File: config.mk
export PLATFORM = sky130hd
export DESIGN_NAME = ahb_lite_timer
export DESIGN_NICKNAME = d
export VERILOG_FILES = /design/src/rtl/ahb_lite_timer.sv
export SDC_FILE = /design/constraint.sdc
export NUM_CORES = 1
export LEC_CHECK = 0
export CAP_MARGIN = 20
export CELL_PAD_IN_SITES_DETAIL_PLACEMENT = 0
export CELL_PAD_IN_SITES_GLOBAL_PLACEMENT = 1
export CORE_MARGIN = 3
export CORE_UTILIZATION = 35
export DETAILED_ROUTE_END_ITERATION = 16
export GPL_TIMING_DRIVEN = 0
export HOLD_SLACK_MARGIN = 0.02
export PLACE_DENSITY = 0.79
export SLEW_MARGIN = 15
export SYNTH_ARGS = -nofsm -noshare
export SYNTH_HDL_FRONTEND = slang
export SYNTH_SLANG_ARGS = --single-unit
export TNS_END_PERCENT = 10
File: constraint.sdc
create_clock -name HCLK -period 2.7 [get_ports HCLK]
set_input_delay 0.675 -clock HCLK [delete_from_list [all_inputs] [get_ports HCLK]]
set_output_delay 0.675 -clock HCLK [all_outputs]
set_load 0.02 [all_outputs]
File: src/rtl/ahb_lite_timer.sv
// Zero-wait AHB-Lite down-counting timer: prescaler, auto/one-shot reload, level IRQ.
// Optional COMPARE register and PWM output are built when TIMER_PWM_EN is defined.
module ahb_lite_timer #(
  parameter int          PRESCALE_WIDTH = 16,
  parameter logic [31:0] RST_LOAD       = 32'h0000_0000
) (
  input  logic        HCLK,
  input  logic        HRESET,
  input  logic        HSEL,
  input  logic [31:0] HADDR,
  input  logic [1:0]  HTRANS,
  input  logic [2:0]  HSIZE,
  input  logic [3:0]  HPROT,
  input  logic        HWRITE,
  input  logic [31:0] HWDATA,
  input  logic        HREADY,
  output logic [31:0] HRDATA,
  output logic        HREADYOUT,
  output logic        HRESP,
  output logic        IRQ,
  output logic        PWM_OUT
);

  localparam logic [2:0] A_CTRL     = 3'd0;
  localparam logic [2:0] A_LOAD     = 3'd1;
  localparam logic [2:0] A_VALUE    = 3'd2;
  localparam logic [2:0] A_PRESCALE = 3'd3;
  localparam logic [2:0] A_STATUS   = 3'd4;
  localparam logic [2:0] A_COMPARE  = 3'd5;

  logic                      r_ap_vld;
  logic [2:0]                r_ap_addr;
  logic                      r_ap_write;
  logic [2:0]                r_ctrl;
  logic [31:0]               r_load;
  logic [31:0]               r_value;
  logic [PRESCALE_WIDTH-1:0] r_prescale;
  logic [PRESCALE_WIDTH-1:0] r_pcnt;
  logic                      r_if;

  logic        w_wr;
  logic        w_wr_ctrl;
  logic        w_wr_load;
  logic        w_wr_prescale;
  logic        w_wr_status;
  logic        w_tick;
  logic        w_underflow;
  logic [31:0] w_compare_rd;
  logic [31:0] w_rdata;
  logic        w_unused_ok;

  assign w_wr          = r_ap_vld & r_ap_write;
  assign w_wr_ctrl     = w_wr & (r_ap_addr == A_CTRL);
  assign w_wr_load     = w_wr & (r_ap_addr == A_LOAD);
  assign w_wr_prescale = w_wr & (r_ap_addr == A_PRESCALE);
  assign w_wr_status   = w_wr & (r_ap_addr == A_STATUS);

  // >= rather than == so shrinking PRESCALE below the running count cannot stall for a full wrap
  assign w_tick      = r_ctrl[0] & (r_pcnt >= r_prescale);
  assign w_underflow = w_tick & (r_value == 32'd0) & ~w_wr_load;

  always_ff @(posedge HCLK) begin
    if (HRESET) begin
      r_ap_vld   <= 1'b0;
      r_ap_addr  <= 3'd0;
      r_ap_write <= 1'b0;
      r_ctrl     <= 3'd0;
      r_load     <= RST_LOAD;
      r_value    <= RST_LOAD;
      r_prescale <= '0;
      r_pcnt     <= '0;
      r_if       <= 1'b0;
    end else begin
      r_ap_vld   <= HSEL & HREADY & HTRANS[1];
      r_ap_addr  <= HADDR[4:2];
      r_ap_write <= HWRITE;

      if (w_wr_ctrl)
        r_ctrl <= HWDATA[2:0];
      else if (w_underflow && r_ctrl[2])
        r_ctrl[0] <= 1'b0;

      if (w_wr_load)
        r_load <= HWDATA;

      if (w_wr_prescale)
        r_prescale <= HWDATA[PRESCALE_WIDTH-1:0];

      if (w_wr_load)
        r_pcnt <= '0;
      else if (r_ctrl[0])
        r_pcnt <= w_tick ? '0 : r_pcnt + PRESCALE_WIDTH'(1);

      // a LOAD write overrides any decrement or reload on the same edge
      if (w_wr_load)
        r_value <= HWDATA;
      else if (w_tick) begin
        if (r_value != 32'd0)
          r_value <= r_value - 32'd1;
        else if (!r_ctrl[2])
          r_value <= r_load;
      end

      if (w_underflow)
        r_if <= 1'b1;
      else if (w_wr_status && HWDATA[0])
        r_if <= 1'b0;
    end
  end

`ifdef TIMER_PWM_EN
  logic [31:0] r_compare;
  logic        r_pwm;

  always_ff @(posedge HCLK) begin
    if (HRESET) begin
      r_compare <= 32'd0;
      r_pwm     <= 1'b0;
    end else begin
      if (w_wr && (r_ap_addr == A_COMPARE))
        r_compare <= HWDATA;
      r_pwm <= r_ctrl[0] & (r_value < r_compare);
    end
  end

  assign w_compare_rd = r_compare;
  assign PWM_OUT      = r_pwm;
`else
  assign w_compare_rd = 32'd0;
  assign PWM_OUT      = 1'b0;
`endif

  always_comb begin
    w_rdata = 32'd0;
    if (r_ap_vld) begin
      case (r_ap_addr)
        A_CTRL:     w_rdata = {29'd0, r_ctrl};
        A_LOAD:     w_rdata = r_load;
        A_VALUE:    w_rdata = r_value;
        A_PRESCALE: w_rdata = 32'(r_prescale);
        A_STATUS:   w_rdata = {31'd0, r_if};
        A_COMPARE:  w_rdata = w_compare_rd;
        default:    w_rdata = 32'd0;
      endcase
    end
  end

  assign HRDATA    = w_rdata;
  assign HREADYOUT = 1'b1;
  assign HRESP     = 1'b0;
  assign IRQ       = r_if & r_ctrl[1];

  assign w_unused_ok = ^{HADDR[31:5], HADDR[1:0], HTRANS[0], HSIZE, HPROT};

endmodule

==> results of run 1 <==
cells in the mapped netlist (all sizes together), types with 3 or more instances:
master and count:
o211ai 11, nor4 19, and2 6, buf 14, dfxtp 105, o21ai 30
nor2b 8, clkbuf 51, o41ai 3, a31oi 4, nor2 88, a32o 13
a22oi 32, nand4 12, nand2b 5, nand2 133, a311oi 14, or4 4
a21oi 70, mux2i 6, a211oi 5, mux2 12, or3 10, inv 24
ha 19, xnor2 16, nor3 36, and3 5, xor2 9, nand3 13
report_power, final:
group	internal [W]	switching, W
sequential	0.00155	0.0000106
clock	0.000801	0.000601
combinational	0.000212	0.000261
layer usage:
| layer | part of all wire [%] | wire, um |
|---|---|---|
| met1 | 44 | 9439 |
| met2 | 47 | 10120 |
| met3 | 5.9 | 1260 |
| met4 | 3.0 | 653 |
| met5 | 0 | 0 |
worst paths after layout:
path          startpoint     endpoint  slack (ns)  depth (start not counted)
max          r_value[15]  r_value[30]       -0.17                          7
min           r_load[16]   r_load[16]        0.47                          2
max reg2reg  r_value[15]  r_value[30]       -0.17                          7
min reg2reg   r_load[16]   r_load[16]        0.47                          2
cell families after synthesis:
| group | count (synthesis) | synth area share [%] |
|---|---|---|
| XOR/XNOR | 25 | 3.621 |
| adder cells (fa/ha/maj) | 19 | 3.931 |
| buffers and inverters | 89 | 6.062 |
| AO/OA/AOI/OAI | 196 | 21.13 |
| other | 2 | 0.1242 |
| multiplexers | 20 | 3.973 |
| AND/OR/NAND/NOR | 346 | 26.40 |
| flip-flops | 105 | 34.76 |
state kept, by name, summed over array words and instances, names as in the netlist:
register and count:
r_if 1, r_ap_addr 3, r_pcnt 16, r_ctrl 3, r_ap_write 1, r_prescale 16, r_ap_vld 1, r_value 32
r_load 32
repair_timing:
item,CTS,global route
endpoints found under the setup margin,91,58
pin swaps,7,13
resized for setup,109,47
buffers inserted,1,17
endpoints found under the hold margin,0,0
cloned,0,0
metrics by stage:
stage                     setup WS, ns  util (%)
after floorplan               -0.05240         -
after global placement          -1.073     42.11
after detailed placement        -1.072     42.11
after CTS                      -0.1948     45.11
after global routing           -0.2581     45.92
final                          -0.1664     45.92
final cells by class:
class | instances | area [um^2]
clock buffers | 10 | 229.0
repair buffers | 90 | 783.3
multi-input cells | 609 | 3741
flip-flops and latches | 105 | 2111
fillers | 1728 | 9064
plain buffers | 61 | 396.6
clock inverters | 4 | 70.07
well taps | 220 | 275.3
inverters | 24 | 90.09
worst register-to-register path, delay by kind of cell (launching register included):
| kind | cells | cell delay, ns |
|---|---|---|
| flops | 1 | 0.37 |
| buf+inv | 1 | 0.21 |
| simple gates | 4 | 1.67 |
| compound gates | 2 | 0.54 |
==> results.py, run 1 <==
metrics = {
    "placed_design": {
        "placed_area_um2": 7058,
        "gp_congestion": 0.9545,
        "hpwl_mm": 15.58,
        "io_buffers": 72,
        "placed_cells": 1095,
    },
    "yosys": {
        "synth-seq-area-share_pct": 34.76,
        "synth_area_leader_cell": "dfxtp_1",
        "syn_inst": 802,
        "synth_seq_cells": 105,
        "ys_warn_count": 0,
        "postSynthAreaPerCell_um2": 7.540,
        "synth.area.top_cells": "dfxtp_1 35%, nand2_1 8.3%, a21oi_1 5.8%",
        "syn_area_um2": 6047,
        "synth.distinct_cells": 54,
        "synth_edf_count": 0,
        "synth_top_area_share_pct": 34.76,
        "ys_dominant_reg_cell": "dfxtp_1",
        "postSynth.asyncResetShare_pct": 0,
    },
    "pwr": {
        "powerDensity_nw_per_um2": 446.9,
        "total_power_w": 0.003439,
        "cellLeakagePower_nw": 2.858,
        "irDropWorstVdd_mv": 0.3478,
    },
    "setup_path": {
        "arrival_ns": 3.13,
        "crit_family": "simple AND/OR/NAND/NOR gates",
        "crit_type": "register to register",
        "crit_chain": "or4_4, or4_4, nor4_4, nand2_2, buf_6, a211o_1, a311oi_2",
        "path_common_cell": "or4_4",
        "cp.buffers_inverters": 1,
        "crit_fanout": 10,
        "cp-start-kind": "register",
        "cp.required_ns": 2.97,
        "max_stage_delay_ns": 0.56,
        "critPathCaptureType": "register",
        "slowest_stage": "or4_4",
    },
    "sta": {
        "setup_tns_ns": -3.488,
        "relSlewSlack_pct": 44.03,
        "hold_ws_ns": 0.4740,
        "setup_viol": 32,
        "slew_violations": 0,
        "hold_viol": 0,
        "period_minus_slack_ns": 2.866,
        "fin_crit_sh_pct": 106.2,
        "fmax_ghz": 0.3489,
        "tightest_slew_ns": 0.8395,
        "rsz0062_at_grt": "yes",
        "finClkSkew_ns": 0.008982,
        "timing.final.ws_setup_ns": -0.1664,
    },
    "clock_network": {
        "htreeDepth": 3,
        "hold_buffers": 0,
        "clk_latency_ns": 0.36,
        "clkSlewWorstSetupHoldPaths_ns": 0.07,
        "clock_path_buffers": 2,
        "cts_made_buffers": 9,
        "clock-sinks": 105,
        "root_buffer": "clkbuf_16",
        "cts_tree": "done",
    },
    "die": {
        "dieArea_um2": 18890,
        "dieWidth_um": 137.4,
        "fp.coreArea_um2": 16760,
        "rows": 47,
        "die-height_um": 137.4,
        "start_util_pct": 36.08,
        "io_pins": 114,
    },
    "finish": {
        "final_nets": 997,
        "n_antenna_cell": 0,
        "layout-drive-gt1-share_pct": 13.62,
        "final_area_um2": 7696,
        "final_cells": 1123,
        "mostFrequentLayoutCell": "nand2_1",
        "layout_common_cells": "130 x nand2_1, 100 x dfxtp_1, 86 x nor2_1, 68 x a21oi_1, 40 x clkdlybuf4s50_1",
        "area_delta_synth_final_pct": 27.27,
    },
    "global_route": {
        "grt-ovfl-total": 0,
        "grt-busiest-layer": "met2",
        "grt_max_degree": 16,
        "grt_pass1_vias": 5968,
        "grt_util_all_layers_pct": 22.83,
        "use_met1_pct": 29.97,
        "grt_pass1_wl_mm": 33.21,
        "gr-usage-met3_pct": 4.346,
        "gr-usage-met2_pct": 37.74,
        "antenna_found_initial": 0,
    },
    "route": {
        "avgRoutedWirePerCell_um": 19.12,
        "antenna_left": 0,
        "vias": 6237,
        "viasPerCell": 5.554,
        "first_iter_violations": 481,
        "first_pass_iters": 5,
        "routed_wl_mm": 21.47,
        "drc": 0,
    },
    "worst_hold_path": {
        "hp-class": "register to register",
    },
    "outcome": {
        "status": "finished, violations left",
        "violations": "negative setup slack",
    },
    "job": {
        "max-cap-violations": 0,
    },
}
Power figures use the tool's default switching activity.
==> run 2, diff against run 1 <==
ABC_CLOCK_PERIOD_IN_PS = 2700   (was unset)
GPL_TIMING_DRIVEN = unset   (was 0)
==> results.py, run 2 (synthesis results as in run 1) <==
metrics = {
    "finish": {
        "n_antenna_cell": 0,
        "area_delta_synth_final_pct": 29.96,
        "final_cells": 1119,
        "final_nets": 992,
        "layout_common_cells": "130 x nand2_1, 102 x dfxtp_1, 86 x nor2_1, 70 x a21oi_1, 61 x buf_4",
        "largestRegisters": "r_load: 32 flops, r_value: 32 flops",
        "layout-drive-gt1-share_pct": 15.46,
        "mostFrequentLayoutCell": "nand2_1",
        "n_fill_cell": 1713,
    },
    "setup_path": {
        "reg2reg_slack_ns": -0.02,
        "r2r_end": "r_value[16]",
        "cp-startpoint": "r_value[15]",
        "crit_type": "register to register",
        "r2r-start": "r_value[15]",
        "crit_fanout": 8,
        "setup.worst_path.end": "r_value[16]",
        "critPathCaptureType": "register",
        "arrival_ns": 3.01,
        "cp-start-kind": "register",
        "cp.required_ns": 2.99,
        "ff2ff_path_depth": 7,
    },
    "placed_design": {
        "hpwl_mm": 13.67,
        "io_buffers": 73,
        "placed_cells": 1104,
        "gp_congestion": 0.8986,
    },
    "clock_network": {
        "clock-sinks": 105,
        "clock_path_buffers": 2,
        "clk_latency_ns": 0.36,
        "cts_made_buffers": 9,
        "htreeDepth": 3,
        "clkSlewWorstSetupHoldPaths_ns": 0.07,
        "root_buffer": "clkbuf_16",
        "hold_buffers": 0,
        "cts_tree": "done",
    },
    "pwr": {
        "irDropWorstVdd_mv": 0.3117,
        "cellLeakagePower_nw": 2.980,
        "seqPwrFrac_pct": 45.2,
        "clockPowerShare_pct": 42.2,
        "sw_frac_of_total_pct": 25.15,
        "power.internal_w": 0.002588,
        "pwr-share-comb_pct": 12.5,
        "power.switching_w": 0.0008695,
        "powerDensity_nw_per_um2": 439.9,
    },
    "global_route": {
        "grt_util_all_layers_pct": 19.88,
        "grt-ovfl-total": 0,
        "grt_pass1_wl_mm": 29.84,
        "grt_max_degree": 32,
        "grt_pass1_vias": 5634,
        "antenna_found_initial": 0,
    },
    "route": {
        "first_pass_iters": 5,
        "viasPerCell": 5.404,
        "first_iter_violations": 356,
        "antenna_left": 0,
        "vias": 6047,
        "drc": 0,
        "routed_wl_mm": 18.71,
        "avgRoutedWirePerCell_um": 16.72,
    },
    "sta": {
        "finClkSkew_ns": 0.009186,
        "fin_crit_sh_pct": 100.7,
        "rsz0062_at_grt": "yes",
        "slew_violations": 0,
        "setup_viol": 2,
        "tightest_slew_ns": 0.7634,
        "hold_ws_ns": 0.4725,
        "relSlewSlack_pct": 48.95,
        "period_minus_slack_ns": 2.719,
        "fmax_ghz": 0.3678,
        "timing.final.ws_setup_ns": -0.01894,
        "hold_viol": 0,
    },
    "outcome": {
        "status": "finished, violations left",
        "violations": "negative setup slack",
    },
    "die": {
        "fp.coreArea_um2": 16760,
        "dieArea_um2": 18890,
        "dieWidth_um": 137.4,
        "start_util_pct": 36.08,
        "rows": 47,
        "die-height_um": 137.4,
        "io_pins": 114,
    },
    "job": {
        "max-cap-violations": 0,
    },
    "worst_hold_path": {
        "hp-class": "register to register",
        "holdPathStages": 2,
        "hold_start": "r_load[17]",
    },
}
## run 2: cell count changes in the layout (fill, tap and decap cells not counted), sizes merged
cell,previous run,this run
buf,36,74
dlymetal6s2s,2,0
inv,24,25
dlygate4sd2,20,32
clkbuf,63,10
## run 2: how the worst min path moves through the flow
| stage | end | slack [ns] |
|---|---|---|
| 2_1_floorplan | r_load[19] | 0.45 |
| 3_3_place_gp | r_load[17] | 0.46 |
| 3_5_place_dp | r_load[23] | 0.46 |
| 4_1_cts | r_load[17] | 0.47 |
| 5_1_grt | r_load[21] | 0.48 |
| 6_report | r_load[17] | 0.47 |
## run 2: final cells by class
class                   instances  area (um^2)  share of cell area, %
clock inverters                 5        78.83                  1.003
multi-input cells             609         3747                  47.68
inverters                      24        90.09                  1.146
repair buffers                146         1323                  16.83
clock buffers                  10        239.0                  3.041
flip-flops and latches        105         2106                  26.80
well taps                     220        275.3                  3.503
## run 2: what timing repair did
| item | 4_1_cts | 5_1_grt |
|---|---|---|
| resized for setup | 41 | 37 |
| setup buffers | 0 | 0 |
| setup endpoints to repair | 53 | 48 |
| pin swaps | 0 | 7 |
## run 2: routing by layer
layer	up-vias	global-route usage, %	wire, um
met1	2866	27.02	8732
met3	22	3.871	758
met5	-	0	0
met4	0	3.991	246
met2	125	32.89	8975
li1	3034	-	-
## run 2: metrics by stage
| stage | setup slack, ns | area, um^2 | utilization [%] | power (W) | TNS (ns) |
|---|---|---|---|---|---|
| final | -0.01894 | 7859 | 46.89 | 0.003457 | -0.02494 |
| after global routing | -0.1204 | 7859 | 46.89 | 0.003578 | -0.9014 |
| after CTS | -0.04538 | 7719 | 46.05 | 0.003457 | -0.08001 |
| after detailed placement | -0.1250 | 7412 | 44.23 | 0.002002 | -1.460 |
| after global placement | -0.08777 | 7412 | 44.23 | 0.002002 | -0.8599 |
| after floorplan | -0.05240 | 6062 | - | 0.001829 | -0.2089 |
## run 2: critical path, cell delays in order, from the launching register on
cell	delay, ns
dfxtp_2	0.32
or4_4	0.54
or4_4	0.53
or4_4	0.57
nor2_4	0.15
nor2_1	0.07
o31a_1	0.25
a211oi_2	0.21
## run 2: power by group through the flow
| stage | Clock [W] | Sequential (W) | Combinational (W) |
|---|---|---|---|
| final | 0.00146 | 0.00156 | 0.000433 |
| after global routing | 0.00154 | 0.00157 | 0.000473 |
| after CTS | 0.00148 | 0.00156 | 0.000410 |
| after detailed placement | 0 | 0.00160 | 0.000402 |
| after global placement | 0 | 0.00160 | 0.000403 |
| after floorplan | 0 | 0.00160 | 0.000233 |
==> run 3, diff against run 2 <==
ABC_CLOCK_PERIOD_IN_PS = unset   (was 2700)
CORE_MARGIN = 2   (was 3)
==> results.py, run 3 (synthesis results as in run 1) <==
metrics = {
    "outcome": {
        "status": "finished, violations left",
        "violations": "negative setup slack",
    },
    "route": {
        "drc": 0,
        "viasPerCell": 5.313,
        "routed_wl_mm": 18.58,
        "first_iter_violations": 301,
        "vias": 5983,
        "antenna_left": 0,
        "first_pass_iters": 5,
        "avgRoutedWirePerCell_um": 16.50,
    },
    "sta": {
        "setup_tns_ns": -0.001177,
        "tightest_slew_ns": 0.6647,
        "fmax_ghz": 0.3702,
        "setup_viol": 1,
        "rsz0062_at_grt": "yes",
        "fin_crit_sh_pct": 100.0,
        "period_minus_slack_ns": 2.701,
        "timing.final.ws_setup_ns": -0.001177,
        "hold_viol": 0,
        "relSlewSlack_pct": 55.56,
        "finClkSkew_ns": 0.01131,
        "slew_violations": 0,
    },
    "worst_hold_path": {
        "hp-class": "register to register",
        "hold_start": "r_load[19]",
        "holdPathStages": 2,
        "hold_path_end": "r_load[19]",
    },
    "clock_network": {
        "cts_tree": "done",
        "clkSlewWorstSetupHoldPaths_ns": 0.07,
        "clk_latency_ns": 0.36,
        "clock-sinks": 105,
        "root_buffer": "clkbuf_16",
        "clock_path_buffers": 2,
        "htreeDepth": 3,
        "cts_made_buffers": 9,
        "hold_buffers": 0,
    },
    "setup_path": {
        "path_common_cell": "or4_4",
        "crit_type": "register to register",
        "cp.required_ns": 2.93,
        "reg2reg_slack_ns": -0.001,
        "ff2ff_path_depth": 8,
        "slowest_stage": "or4_4",
        "r2r_end": "r_value[11]",
        "crit_chain": "or4_4, or4_4, or4_4, buf_4, o211ai_1, mux2i_1, mux2i_1, a211oi_1",
        "r2r-start": "r_value[15]",
        "cp.buffers_inverters": 1,
        "arrival_ns": 2.93,
        "max_stage_delay_ns": 0.57,
        "critPathCaptureType": "register",
        "crit_fanout": 8,
        "cp-start-kind": "register",
        "crit_family": "simple AND/OR/NAND/NOR gates",
    },
    "global_route": {
        "antenna_found_initial": 0,
        "use_met1_pct": 27.55,
        "grt_util_all_layers_pct": 20.78,
        "grt_pass1_wl_mm": 30.33,
        "gr-usage-met3_pct": 3.404,
        "grt_max_degree": 48,
        "grt-busiest-layer": "met2",
        "grt-ovfl-total": 0,
        "grt_pass1_vias": 5796,
        "gr-usage-met2_pct": 35.31,
    },
    "finish": {
        "final_cells": 1126,
        "layout_common_cells": "130 x nand2_1, 103 x dfxtp_1, 86 x nor2_1, 69 x a21oi_1, 65 x buf_4",
        "n_antenna_cell": 0,
        "area_delta_synth_final_pct": 29.88,
        "final_nets": 995,
        "layout-drive-gt1-share_pct": 15.54,
        "largestRegisters": "r_load: 32 flops, r_value: 32 flops",
        "mostFrequentLayoutCell": "nand2_1",
        "fin_util_pct": 45.88,
    },
    "pwr": {
        "irDropWorstVdd_mv": 0.3306,
        "powerDensity_nw_per_um2": 424.2,
        "sw_frac_of_total_pct": 25.11,
        "pwr-share-comb_pct": 13.1,
        "cellLeakagePower_nw": 2.977,
        "clockPowerShare_pct": 40.0,
        "power.internal_w": 0.002495,
        "seqPwrFrac_pct": 46.9,
        "power.switching_w": 0.0008365,
    },
    "die": {
        "start_util_pct": 35.33,
        "fp.coreArea_um2": 17120,
        "dieWidth_um": 135.4,
        "dieArea_um2": 18350,
        "rows": 48,
        "io_pins": 114,
        "die-height_um": 135.4,
    },
    "placed_design": {
        "hpwl_mm": 13.58,
        "placed_cells": 1108,
        "gp_congestion": 0.8876,
        "io_buffers": 73,
    },
    "job": {
        "max-cap-violations": 0,
    },
}
-- run 3: changes by cell type in the layout (fill, tap and decap cells not counted), moves of 2 or more --
cell | before | now
buf_6 | 7 | 4
clkbuf_1 | 0 | 2
o21ai_0 | 21 | 29
nor4_4 | 3 | 1
buf_4 | 61 | 65
nor4_2 | 2 | 4
clkinv_2 | 2 | 0
o21ai_1 | 9 | 1
-- run 3: power by group through the flow --
stage                     registers [W]  logic [W]  clock network [W]
after floorplan                 0.00160   0.000233                  0
after global placement          0.00160   0.000403                  0
after detailed placement        0.00160   0.000402                  0
after CTS                       0.00156   0.000410            0.00136
after global routing            0.00156   0.000476            0.00141
final                           0.00156   0.000437            0.00133
-- run 3: worst max-delay path by stage --
stage,start,end,depth (start not counted)
3_5_place_dp,r_value[15],r_value[31],8
2_1_floorplan,r_value[15],r_value[30],9
3_3_place_gp,r_value[15],r_value[20],8
6_report,r_value[15],r_value[11],8
4_1_cts,r_value[15],r_value[31],8
5_1_grt,r_value[15],r_value[3],8
-- run 3: final cells by class --
type / count / area, um^2
clock buffer: 12 / 246.5
timing repair buffer: 149 / 1354
fill: 1792 / 9263
inverter: 24 / 90.09
tap: 225 / 281.5
sequential: 105 / 2105
multi-input combinational: 609 / 3739
clock inverter: 2 / 38.79
-- run 3: metal layers --
layer / vias up / wire [um] / share of wire [%]
li1: 3031 / - / -
met1: 2814 / 8615 / 46
met2: 116 / 9011 / 49
met3: 22 / 703 / 3.8
met4: 0 / 244 / 1.3
met5: - / 0 / 0
-- run 3: timing repair --
action	4_1_cts	5_1_grt
setup buffers	0	4
pin swaps	1	5
gates resized for setup	39	31
endpoints found under the setup margin	61	50
-- run 3: through the flow --
step	area [um^2]	worst slack [ns]	total power, W	hold WS [ns]
after floorplan	6062	-0.05240	0.001829	0.4459
after global placement	7411	-0.08960	0.002002	0.4559
after detailed placement	7411	-0.1259	0.002001	0.4635
after CTS	7682	-0.07632	0.003337	0.4733
after global routing	7854	-0.08629	0.003452	0.4865
final	7854	-0.001177	0.003332	0.4687
-- run 3: worst register-to-register path: stages (launching register included) --
cell,delay (ns)
dfxtp_1,0.32
or4_4,0.54
or4_4,0.51
or4_4,0.57
buf_4,0.17
o211ai_1,0.15
mux2i_1,0.09
mux2i_1,0.15
a211oi_1,0.09
